===== config.mk =====
export PLATFORM = sky130hd
export DESIGN_NAME = shift_sequencer
export DESIGN_NICKNAME = d
export VERILOG_FILES = /design/src/rtl/shift_sequencer_pkg.sv /design/src/rtl/shift1_row.sv /design/src/rtl/shift4_step.sv /design/src/rtl/shift_sequencer.sv
export SDC_FILE = /design/constraint.sdc
export NUM_CORES = 1
export LEC_CHECK = 0
export CORE_MARGIN = 3
export CORE_UTILIZATION = 43
export DETAILED_ROUTE_END_ITERATION = 8
export HOLD_SLACK_MARGIN = 0.06
export MAX_ROUTING_LAYER = met4
export PLACE_DENSITY = 0.86
export SETUP_SLACK_MARGIN = 0.02
export SLEW_MARGIN = 10
export SYNTH_ARGS = -nofsm -noshare
export SYNTH_HDL_FRONTEND = slang
export SYNTH_SLANG_ARGS = --single-unit

===== constraint.sdc =====
create_clock -name clk -period 1.3 [get_ports clk]
set_input_delay 0.13 -clock clk [delete_from_list [all_inputs] [get_ports clk]]
set_output_delay 0.13 -clock clk [all_outputs]
set_load 0.01 [all_outputs]

===== src/rtl/shift_sequencer_pkg.sv =====
// -----------------------------------------------------------------------------
// shift_sequencer_pkg
// Shared definitions for the multi-cycle shift/rotate sequencer:
//   - op encodings (OP_ROL, OP_SLL, OP_ROR, OP_SRL)
//   - FSM state encodings (ST_IDLE, ST_SHIFT, ST_DONE)
//   - fixed datapath width of the shift row
// -----------------------------------------------------------------------------
package shift_sequencer_pkg;

    localparam int SHIFT_W = 16;

    localparam logic [1:0] OP_ROL = 2'b00;
    localparam logic [1:0] OP_SLL = 2'b01;
    localparam logic [1:0] OP_ROR = 2'b10;
    localparam logic [1:0] OP_SRL = 2'b11;

    typedef enum logic [1:0] {
        ST_IDLE  = 2'b00,
        ST_SHIFT = 2'b01,
        ST_DONE  = 2'b10
    } state_t;

endpackage


===== src/rtl/shift1_row.sv =====
// -----------------------------------------------------------------------------
// shift1_row
// Combinational 16-bit single-position shift/rotate row.
// Ports:
//   d   in  16  operand
//   s   in  1   1 = shift by one position, 0 = pass through
//   op  in  2   OP_ROL / OP_SLL / OP_ROR / OP_SRL
//   q   out 16  result
// Rotates wrap bit 15 <-> bit 0; logical shifts fill with zero.
// -----------------------------------------------------------------------------
module shift1_row
    import shift_sequencer_pkg::*;
(
    input  logic [SHIFT_W-1:0] d,
    input  logic               s,
    input  logic [1:0]         op,
    output logic [SHIFT_W-1:0] q
);

    logic [SHIFT_W-1:0] shifted;

    always_comb begin
        shifted = d;
        case (op)
            OP_ROL:  shifted = {d[SHIFT_W-2:0], d[SHIFT_W-1]};
            OP_SLL:  shifted = {d[SHIFT_W-2:0], 1'b0};
            OP_ROR:  shifted = {d[0], d[SHIFT_W-1:1]};
            OP_SRL:  shifted = {1'b0, d[SHIFT_W-1:1]};
            default: shifted = d;
        endcase
    end

    assign q = s ? shifted : d;

endmodule


===== src/rtl/shift4_step.sv =====
// -----------------------------------------------------------------------------
// shift4_step
// Four chained shift1_row instances: advances the operand by four positions
// in one combinational step. Only built when SHIFT_NIBBLE_EN is defined.
// Ports:
//   d   in  16  operand
//   op  in  2   OP_ROL / OP_SLL / OP_ROR / OP_SRL
//   q   out 16  operand shifted/rotated by 4
// -----------------------------------------------------------------------------
`ifdef SHIFT_NIBBLE_EN
module shift4_step
    import shift_sequencer_pkg::*;
(
    input  logic [SHIFT_W-1:0] d,
    input  logic [1:0]         op,
    output logic [SHIFT_W-1:0] q
);

    logic [SHIFT_W-1:0] chain [0:4];

    assign chain[0] = d;

    for (genvar i = 0; i < 4; i++) begin : g_row
        shift1_row u_row (
            .d  (chain[i]),
            .s  (1'b1),
            .op (op),
            .q  (chain[i+1])
        );
    end

    assign q = chain[4];

endmodule
`endif


===== src/rtl/shift_sequencer.sv =====
// -----------------------------------------------------------------------------
// shift_sequencer
// Multi-cycle shift/rotate unit for the 16-bit datapath. Captures operand,
// count and op on an accepted start, then iterates a 1-bit shift row once per
// clock until the count is exhausted. Trades latency for area versus a full
// barrel shifter.
//
// Configuration macro: SHIFT_NIBBLE_EN
//   defined   : while 4 or more positions remain, advance 4 per clock
//   undefined : 1 position per clock
//   Results are identical in both builds; only latency differs.
//
// Ports:
//   clk       in   1   rising-edge clock
//   rst       in   1   asynchronous active-high reset
//   start     in   1   request, sampled only in IDLE
//   in_data   in   16  operand, captured on accepted start
//   cnt       in   4   shift amount 0..15
//   op        in   2   00 ROL, 01 SLL, 10 ROR, 11 SRL
//   busy      out  1   high whenever not IDLE
//   done      out  1   one-cycle pulse, out_data final in this cycle
//   out_data  out  16  result register, held until the next accepted start
// -----------------------------------------------------------------------------
module shift_sequencer
    import shift_sequencer_pkg::*;
#(
    parameter int WIDTH = 16,
    parameter int CNT_W = 4
) (
    input  logic             clk,
    input  logic             rst,
    input  logic             start,
    input  logic [WIDTH-1:0] in_data,
    input  logic [CNT_W-1:0] cnt,
    input  logic [1:0]       op,
    output logic             busy,
    output logic             done,
    output logic [WIDTH-1:0] out_data
);

    state_t           state;
    logic [WIDTH-1:0] data_q;
    logic [CNT_W-1:0] rem_q;
    logic [1:0]       op_q;

    logic [WIDTH-1:0] row1_data;
    logic [WIDTH-1:0] step_data;
    logic [CNT_W-1:0] step_amt;

    shift1_row u_row1 (
        .d  (data_q),
        .s  (1'b1),
        .op (op_q),
        .q  (row1_data)
    );

`ifdef SHIFT_NIBBLE_EN
    logic [WIDTH-1:0] row4_data;
    logic             nibble;

    shift4_step u_step4 (
        .d  (data_q),
        .op (op_q),
        .q  (row4_data)
    );

    // Take a 4-position step only while at least 4 positions remain, so
    // the count can never underflow.
    assign nibble    = (rem_q >= CNT_W'(4));
    assign step_data = nibble ? row4_data : row1_data;
    assign step_amt  = nibble ? CNT_W'(4) : CNT_W'(1);
`else
    assign step_data = row1_data;
    assign step_amt  = CNT_W'(1);
`endif

    always_ff @(posedge clk or posedge rst) begin
        if (rst) begin
            state  <= ST_IDLE;
            data_q <= '0;
            rem_q  <= '0;
            op_q   <= '0;
            busy   <= 1'b0;
            done   <= 1'b0;
        end else begin
            case (state)
                ST_IDLE: begin
                    if (start) begin
                        data_q <= in_data;
                        op_q   <= op;
                        rem_q  <= cnt;
                        busy   <= 1'b1;
                        // A zero count skips SHIFT entirely.
                        if (cnt != '0) begin
                            state <= ST_SHIFT;
                        end else begin
                            state <= ST_DONE;
                            done  <= 1'b1;
                        end
                    end
                end
                ST_SHIFT: begin
                    data_q <= step_data;
                    rem_q  <= rem_q - step_amt;
                    // This step consumes the last remaining positions.
                    if (rem_q == step_amt) begin
                        state <= ST_DONE;
                        done  <= 1'b1;
                    end
                end
                ST_DONE: begin
                    state <= ST_IDLE;
                    busy  <= 1'b0;
                    done  <= 1'b0;
                end
                default: begin
                    state <= ST_IDLE;
                    busy  <= 1'b0;
                    done  <= 1'b0;
                end
            endcase
        end
    end

    assign out_data = data_q;

endmodule


; Yosys cells after proc, flatten, opt, wreduce, memory -nomap -nowiden
; Index checks and enable logic that the tools add are counted.
[word_totals]
regBits = 26
latch_bits = 0
ram_bits = 0
rom_bits = 0
in_bits = 25
output_inout_bits = 18
n_memories = 0
[op_classes]
add_sub_neg = 1
mul = 0
n_div = 0
order_cmp = 0
eq_ne = 8
n_shift = 0
mux = 15
n_bitwise = 1
n_reduce_logical = 9
[ops]
columns = cell, count
row1 = one-hot mux 16 bit (4 select lines), 1
row2 = one-hot mux 16 bit (2 select lines), 1
row3 = 2-to-1 mux 16 bit, 1
row4 = one-hot mux 4 bit (2 select lines), 1
row5 = AND reduction 2 bit, 4
row6 = 2-to-1 mux 2 bit, 3
row7 = "!= test 2 bit, second input constant", 3
row8 = "== test 2 x 1 -> 1 bit, second input constant", 2
row9 = "== test 2 bit, second input constant", 2
row10 = "== test 4 x 1 -> 1 bit, second input constant", 1
row11 = zero test 2 bit, 2
row12 = 2-to-1 mux 1 bit, 4
row13 = 2-to-1 mux 4 bit, 1
row14 = one-hot mux 1 bit (2 select lines), 2
row15 = one-hot mux 2 bit (2 select lines), 1
row16 = nonzero test 4 bit, 1
row17 = "subtractor 4 x 1 -> 4 bit, second input constant", 1
row18 = AND reduction 3 bit, 1
row19 = nonzero test 2 bit, 1
row20 = NOT 1 bit, 1

; Depth between registers and ports, before layout
[depth]
word_depth = 4
depth_mapped = 5
depth_no_buf = 5

; Modules after synthesis
; Synthesis repeated with hierarchy kept, for this count alone.
[hier_totals]
hier_cells = 177
area_unflattened_um2 = 1635.3
[by_module_without_submodules]
columns = module, instances, cells_each, area_each_um2, seq_area_each_um2
row1 = shift_sequencer, 1, 122, 1291.2, 650.6
row2 = shift1_row, 1, 55, 344.1, 0.0

; Least setup slack after synthesis
; OpenSTA, ideal clock, no wires.
[synth_path]
kind = register to register
startpoint = reg rem_q[0]
endpoint = reg rem_q[3]
t_arrival_ns = 1.249
required_ns = 1.231
path_slack_ns = -0.018
path_stages_with_launch = 4
synth_period_minus_slack_ns = 1.318
path_cell_list = dfrtp_1 > or3_1 > or4_1 > nand3_1
[synth_via]
elab_chain_len = 2
[synth_rtl]
columns = item, line_no
row1 = from (decl), shift_sequencer.sv:43  ; logic [CNT_W-1:0] rem_q;
row2 = from (signal assigned), shift_sequencer.sv:91  ; rem_q <= cnt;
row3 = from (signal assigned), shift_sequencer.sv:104  ; rem_q <= rem_q - step_amt;
row4 = subtractor 4 x 1 -> 4 bit, shift_sequencer.sv:104
row5 = one-hot mux 4 bit (2 select lines), shift_sequencer.sv:86  ; case (state)
; No other way between the ends.
; A chain may end at the register's enable or synchronous reset.

; Worst setup path in the final report
; Same ends and word-level chain as after synthesis.

==> metrics.md <==
| Metric | Value |
|---|---|
| Synth Register Bits | 26 |
| Root Buffer | clkbuf_4 |
| PortBufs | 42 |
| Vias in the first global route | 1719 |
| Tcrit/Tclk final | 1.05 |
| CTS Sinks | 26 |
| Gate power share | 0.667 |
| Setup WS post-layout | -0.0624 ns |
| Final net count | 262 |
| Synth warn | 0 |
| Overall Global Routing Usage | 0.253 |
| Gr ovfl total | 0 |
| Synth Area in XOR/XNOR | 0 |
| RSZ-0062 raised after global routing | yes |
| Worst-path maximum fanout | 2 |
| Initial antenna violation count | 0 |
| Unique cell type count in the Yosys netlist | 38 |
| Initial core utilization | 0.475 |
| H-tree depth | 1 |
| Max Clk Rate | 734 MHz |
| Layout cells sized above 1 | 0.329 |
| ANT cells | 0 |
| Clock Latency Late Sink | 0.33 ns |
| Outcome | finished, violations left |
| P_int | 3.51 mW |
| Synth top area cells | dfrtp_1 43%, a22oi_1 7.4%, mux2_1 6.7%, mux2i_1 4.6%, a21oi_1 3.9% |
| Die Ht | 65.5 µm |
| Slew Viols, Final | 0 |
| Design Area, Final | 2440 µm² |
| Multiplexer share of the synthesized area | 0.113 |
| Antenna Nets Post-Route | 0 |
| Placed Instance Area | 2110 µm² |
| Die width | 65.5 µm |
| Post-layout util | 0.763 |
| Worst-Margin Slew | 0.334 ns |
| Final min period | 1.36 ns |
| # Max-Cap Violations | 0 |
| CP Capture Type | flop |
| Routability congestion estimate from global placement | 0.858 |
| Rows | 20 |
| Critical Path Start | rem_q[0] |
| CTS buffer count | 3 |
| Number of synthesized flops with an enable pin | 0 |
| Max Buffers Root-to-Sink | 2 |
| DR iter-0 viols | 81 |
| Synth Instances | 155 |
| CTS tree | built |
| Final setup vio count | 4 |
| Mean Syn Cell Area | 9.82 µm² |
| Sequential Power Share | 0.262 |
| Syn_nets | 182 |
| Worst setup SP type | flop |
| # DRC | 0 |
| Fillers | 249 |
| Reg2reg path depth | 3 |
| CP required | 1.58 ns |
| Clock network power share | 0.071 |
| Synth Area in Simple Gates | 0.110 |
| Crit path DAT | 1.64 ns |
| Avg WL per Cell | 18.8 µm |
| Post-synth ARST share | 1.00 |
| Net Sw Frac | 0.408 |
| Sw Pwr | 2.42 mW |
| R2r setup slk | -0.06 ns |
| Reg clk slew, reported paths | 0.15 ns |
| HPWL after DPL | 3260 µm |
| Ports | 43 |
| HP Class | in -> async |
| Core area | 3200 µm² |
| Final Hold Vio Count | 0 |
| Clock Skews | 0.00894 ns |
| Origin of the critical flop-to-flop path | rem_q[0] |
| Power Dens Cells | 2430 nW/µm² |
| Slew HR | 0.778 |
| Post-synthesis compound-gate area fraction | 0.274 |
| Leakage | 1.14 nW |
| DR pass1 iterations | 5 |
| Ys flop type | dfrtp_1 |
| Setup CP Type | reg -> reg |
| Global-route wire length before repair | 8110 µm |
| Hold-fix buffers at CTS | 0 |
| Vias post-DR | 1641 |
| Largest family of logic cells by synthesized area | compound AO/OA/AOI/OAI gates |
| Die area | 4290 µm² |
| Largest net degree at the start of global routing | 27 |
| Vias/cell | 5.90 |
| Synth Area in Adders | 0.0164 |
| Synthesized cell area | 1520 µm² |
| Proportion of netlist area held by the largest area contributor | 0.427 |
| Total wire length | 5230 µm |
| Area grow syn2layout | 60.6% |
| Post-synth top area cell | dfrtp_1 |
| Post-synthesis sequential area ratio | 0.427 |
| VDD IR-drop max | 1.27 mV |
| Failing checks | negative setup slack |
[synthesized netlist by cell type, types with 2 or more instances]
cell type and number:
inv_1 4, ha_1 2, o21ai_1 8, nand3_1 2, o211ai_1 2, buf_1 2, nand2_1 3, nand2b_1 2
dfrtp_1 26, a211oi_1 8, nor3_1 3, a32oi_1 2, clkbuf_1 5, nor2_1 6, mux2i_1 7, buf_2 6
a21oi_1 12, a22oi_1 15, nor2b_1 4, a2bb2oi_1 2, o21ai_0 2, buf_4 2, a21o_1 7, mux2_1 9
[power by group through the flow]
stage	Combinational [mW]	Clock [mW]	Sequential, mW
after floorplan	1.66	0	1.66
after global placement	2.79	0	1.67
after detailed placement	2.90	0	1.71
after CTS	3.51	0.426	1.54
after global routing	4.25	0.463	1.59
final	3.95	0.422	1.56
[critical path, stage by stage, from the launching register on]
cell	delay, ns
dfrtp_1	0.42
or3_4	0.40
or4_1	0.40
nand3_1	0.09
[layout make-up]
| cell class | instances | area [µm²] | share of cell area |
|---|---|---|---|
| Timing Repair Buffer | 90 | 777 | 0.318 |
| Inverter | 5 | 18.8 | 0.00768 |
| Sequential cell | 26 | 654 | 0.268 |
| Clock buffer | 4 | 36.3 | 0.0148 |
| Tap cell | 44 | 55.1 | 0.0225 |
| Multi-Input combinational cell | 109 | 903 | 0.369 |
[worst paths after layout]
kind	to
min in group clk	out_data[3]
hold reg to reg	busy
max in group asynchronous	state[1]
setup / recovery	rem_q[3]
hold / removal	out_data[15]
setup reg to reg	rem_q[3]
[logic make-up (layout without fill, tap and decap cells)]
group	after synthesis	in the layout
flops	26	26
compound gates	62	62
fa+ha+maj	2	2
mux	16	16
buf+inv	20	99
simple gates	29	29
[timing repair]
action,CTS,global route
pin swaps,4,7
setup buffers,21,3
setup endpoints to repair,34,23
resized for setup,35,19
[placed cells by master, fill, tap and decap left out, types with 4 or more instances in the layout]
cell type	instances
a21oi_1	11
buf_6	5
buf_4	43
a211oi_1	6
dfrtp_1	23
mux2_1	6
mux2i_1	6
dlygate4sd2_1	18
a21o_1	7
a22oi_1	9
a22oi_2	6
clkdlybuf4s50_1	24
o21ai_1	9
nor2b_1	4
nor2_1	6
[metal layers]
metal | GRT usage | up-vias | share of wire
li1 | - | 741 | -
met1 | 0.283 | 813 | 0.40
met2 | 0.449 | 71 | 0.51
met3 | 0.0496 | 16 | 0.055
met4 | 0.0907 | 0 | 0.033
met5 | - | - | 0
[through the flow]
stage	setup TNS, ns	std cells	hold slack, ns	total power, mW	setup WS [ns]
after floorplan	0	155	0.170	3.32	0.0192
final	-0.131	278	0.129	5.93	-0.0624
after detailed placement	-3.61	251	0.493	4.61	-0.217
after global routing	-0.384	278	0.169	6.31	-0.0969
after global placement	-2.43	251	0.485	4.46	-0.169
after CTS	-0.0652	276	0.143	5.47	-0.0629
[registers in the layout (all words and copies together), names as in the netlist]
register / count
done: 1
rem_q: 4
op_q: 2
out_data: 16
state: 2
busy: 1
Note: power is estimated with default switching activity, not from simulation.
==> variant 1, RTL diff (same flow settings) <==
Re-encode `state_t` (3 states) as one-hot, 3 bits wide.
--- a/src/rtl/shift_sequencer_pkg.sv
+++ b/src/rtl/shift_sequencer_pkg.sv
@@ -16,6 +16,6 @@
 
-    typedef enum logic [1:0] {
-        ST_IDLE  = 2'b00,
-        ST_SHIFT = 2'b01,
-        ST_DONE  = 2'b10
+    typedef enum logic [2:0] {
+        ST_IDLE  = 3'b001,
+        ST_SHIFT = 3'b010,
+        ST_DONE  = 3'b100
     } state_t;
Formal check against the unedited RTL: same outputs for any inputs over 10 cycles, from zero or initial values and one cycle with rst high; not proved beyond that.
==> variant 1 against the unedited design <==
The run still ends with negative setup slack left. Clock skew is 0.0053 ns higher. Global-route usage up 2.6 points. Final area rose by 11%. Area after synthesis rose by 3.2%. Synthesized cell count grew 6.5%. First-iteration DRC count rose to 2.8 times the old value. Sequential cell count increased by 1. Clock power grew 3%. Via count grew 6.6%. Routed wire length grew 21%. Setup slack got worse by 0.25 ns. Total power grew 12%. Core utilization increased by 3.0 points. Critical path type unchanged.
==> variant 1: results (changes against the unedited design) <==
stage;metric;value;unit;change
cells_and_area;non-clk buf share;0.3156;;-0.002166
power_and_ir_drop;Worst VDD drop;1.489;mV;+18%
detailed_routing;routed wl met2;3163;um;+18%
sta;final worst setup slack;-0.3085;ns;-0.2462 ns
placed_design;DP Area;2236;um2;+5.7%
setup_path;arrival time at the worst endpoint;1.87;ns;+0.23 ns
grt;largest net degree at the start of global routing;34;;+26%
run_status;status;complete, but fails checks;;
power_and_ir_drop;Leak;1.168;nW;+2.8%
cells_and_area;cell area after layout;2711;um2;+11%
detailed_routing;met3 wire len;531;um;+85%
grt;GRT met2 Usage;0.4548;;+0.005972
run_status;failing checks;negative setup slack;;
setup_path;CP delay by family, top;flip-flops;;
placed_design;Placer Congestion;0.8635;;+0.69%
yosys;#FFs+latches synth;27;;+3.8%
cells_and_area;Core Util, Final;0.7938;;+0.03049
setup_path;worst setup path endpoint;out_data[11];;
placed_design;pre-CTS setup slack;-0.2636;ns;-0.04657 ns
grt;gr usage total;0.2789;;+0.02564
cells_and_area;share of cells above drive strength 1;0.4327;;+0.1036
sta;Final setup violation count;25;;+21
yosys;list of most frequent post-synthesis cells;dfrtp_1 (26), nor2_1 (19), a211oi_1 (17), nor2b_1 (17);;
yosys;Post-Syn Nets;192;;+5.5%
power_and_ir_drop;clk pwr;0.000435;W;+3%
setup_path;crit-path max FO;6;;+4
cells_and_area;Final nets;273;;+4.2%
cts;clock slew at reported path FFs;0.18;ns;+0.03 ns
sta;hold_ws;0.06801;ns;-0.06072 ns
grt;first-pass GRT wire length;8983;um;+11%
==> variant 1: cell count changes in the layout (fill, tap and decap cells not counted), sizes merged, moves of 8 or more <==
cell / delta
o31ai: +14
a22oi: -15
nor2b: +13
a21oi: -8
nand3: +12
a211oi: +9
nor2: +14
==> variant 1: kinds of logic (layout without fill, tap and decap cells) <==
| kind of cell | count (synthesis) | count (layout) | synth area share |
|---|---|---|---|
| AO/OA/AOI/OAI | 48 | 48 | 0.2301 |
| buffers and inverters | 19 | 99 | 0.07882 |
| AND/OR/NAND/NOR | 67 | 67 | 0.2301 |
| multiplexers | 2 | 2 | 0.01433 |
| adder cells (fa/ha/maj) | 2 | 2 | 0.01592 |
| flip-flops | 27 | 27 | 0.4307 |
==> variant 1: worst reg2reg max path, cell delays in order, from the launching register on <==
cell and delay (ns):
dfstp_2 0.66, and4bb_4 0.32, nor2_4 0.07, buf_6 0.14
o31ai_1 0.31
==> variant 2, RTL diff (same settings) <==
Made on the original files. Add a define of `SHIFT_NIBBLE_EN`.
--- a/src/rtl/shift4_step.sv
+++ b/src/rtl/shift4_step.sv
@@ -9,2 +9,4 @@
 // -----------------------------------------------------------------------------
+`define SHIFT_NIBBLE_EN
+
 `ifdef SHIFT_NIBBLE_EN
Formal check against the unedited RTL: not equivalent (Yosys sat finds a counterexample within 4 cycles, from zero or initial values and one cycle with rst high).
==> variant 2 against the unedited design <==
The flow still finishes with violations (negative setup slack). Routed wire length up 9.5%. Sequential share of layout area fell by 4.2 points. Area after synthesis rose by 15%. Non-clock buffer count grew 17. Setup slack worse by 0.30 ns. Total power grew 39%. Final area grew 19%. Sequential cell count did not move. Highest routed layer unchanged.
==> variant 2: results (changes against the unedited design) <==
stage;metric;value;unit;change
cells_and_area;#MultiIn Comb;129;;+18%
run_status;failing checks;negative setup slack;;
cells_and_area;num sequential;26;;unchanged
power_and_ir_drop;Top pwr grp;combinational cells;;
cells_and_area;filler cell count;240;;-3.6%
setup_path;Largest stage delay, worst path;0.51;ns;+0.09 ns
grt;gr usage total;0.2423;;-0.01101
detailed_routing;drt initial violations;199;;+150%
yosys;list of most frequent post-synthesis cells;dfrtp_1 (26), a21oi_1 (18), nor2_1 (16);;
grt;first-pass GRT wire length;9273;um;+14%
sta;final worst setup slack;-0.3642;ns;-0.3018 ns
power_and_ir_drop;Leak;1.273;nW;+12%
power_and_ir_drop;Clk pwr share;0.059;;-0.012
cts;CTS Buf Count;3;;unchanged
cells_and_area;Seq area share;0.2254;;-0.04223
sta;Fin Setup TNS;-4.834;ns;-4.702 ns
cts;Root Buffer;clkbuf_8;;
setup_path;R2R cell count;4;;+1
sta;Final setup violation count;23;;+19
placed_design;pre-CTS setup slack;-0.3266;ns;-0.1096 ns
cells_and_area;Core Util, Final;0.7642;;+0.0008820
setup_path;CP delay by family, top;multiplexers;;
run_status;status;complete, but fails checks;;
cells_and_area;share of cells above drive strength 1;0.3686;;+0.03955
placed_design;Post-DP HPWL;4072;um;+25%
cts;clock slew at reported path FFs;0.09;ns;-0.06 ns
cts;Post-CTS Repair Setup Buffers;11;;-48%
setup_path;Slowest cell on crit path;mux4_2;;
yosys;Compound-Gate Fraction of Synth Area;0.2380;;-0.03645
cells_and_area;final cell count without fillers;322;;+16%
power_and_ir_drop;Seq pwr share;0.205;;-0.057
cells_and_area;multi-input combinational cell area;1144;um2;+27%
yosys;Mean Syn Cell Area;9.974;um2;+1.5%
setup_path;worst setup path endpoint;out_data[7];;
placed_design;Placer Congestion;0.9318;;+8.7%
cells_and_area;non-clk buf share;0.3332;;+0.01538
floorplan;Core Rows;22;;+10%
cts;Clock Latency Late Sink;0.28;ns;-0.05 ns
placed_design;placed cells;305;;+22%
yosys;post-synthesis mux area share;0.1778;;+0.06521
cells_and_area;Final nets;302;;+15%
cells_and_area;clock-cell share of area;0.01552;;+0.0006759
detailed_routing;via count;1870;;+14%
grt;vias in the first global route;1973;;+15%
yosys;sequential area share after synthesis;0.3728;;-0.05452
cells_and_area;number of signal-net buffers in the layout;107;;+19%
yosys;Post-Syn Nets;202;;+11%
setup_path;crit-path max FO;9;;+7
placed_design;DP Area;2646;um2;+25%
power_and_ir_drop;switching part of the total;0.4086;;+0.0009866
detailed_routing;drt wl/cell;17.77;um;-5.5%
power_and_ir_drop;Worst VDD drop;1.465;mV;+16%
detailed_routing;Initial DRT Pass Iterations;4;;-1
yosys;Yosys cell types;33;;-13%
yosys;post-synthesis xor/xnor area fraction;0.005018;;+0.005018
cts;# resized after CTS;34;;-2.9%
sta;Worst Skew;0.002994;ns;-0.005944 ns
power_and_ir_drop;cell area power density;2846;nW/um2;+17%
yosys;synth top area cells;dfrtp_1 (37%), mux4_2 (10%), mux2i_1 (7.5%);;
variant 2: changes by cell type after synthesis, moves of 7 or more:
cell | unedited run | this run
a221oi_1 | 0 | 7
o21ai_1 | 8 | 0
a221o_1 | 0 | 9
a211oi_1 | 8 | 1
mux2_1 | 9 | 0
a22oi_1 | 15 | 2
nor2b_1 | 4 | 13
mux4_2 | 0 | 8
nor2_1 | 6 | 16
variant 2: worst min-delay path by stage:
stage          start       end  slack [ns]  depth (start not counted)
2_1_floorplan    rst      busy        0.17                          1
3_3_place_gp     rst      done        0.48                          3
3_5_place_dp    busy      busy        0.48                          1
4_1_cts          rst      done        0.19                          3
5_1_grt          rst  state[0]        0.20                          3
6_report         rst      done        0.19                          3
variant 2: layer usage:
layer | share of wire | vias up | global-route usage
li1 | - | 862 | -
met1 | 0.41 | 911 | 0.2951
met2 | 0.50 | 84 | 0.4110
met3 | 0.068 | 13 | 0.03623
met4 | 0.025 | 0 | 0.08298
met5 | 0 | - | -
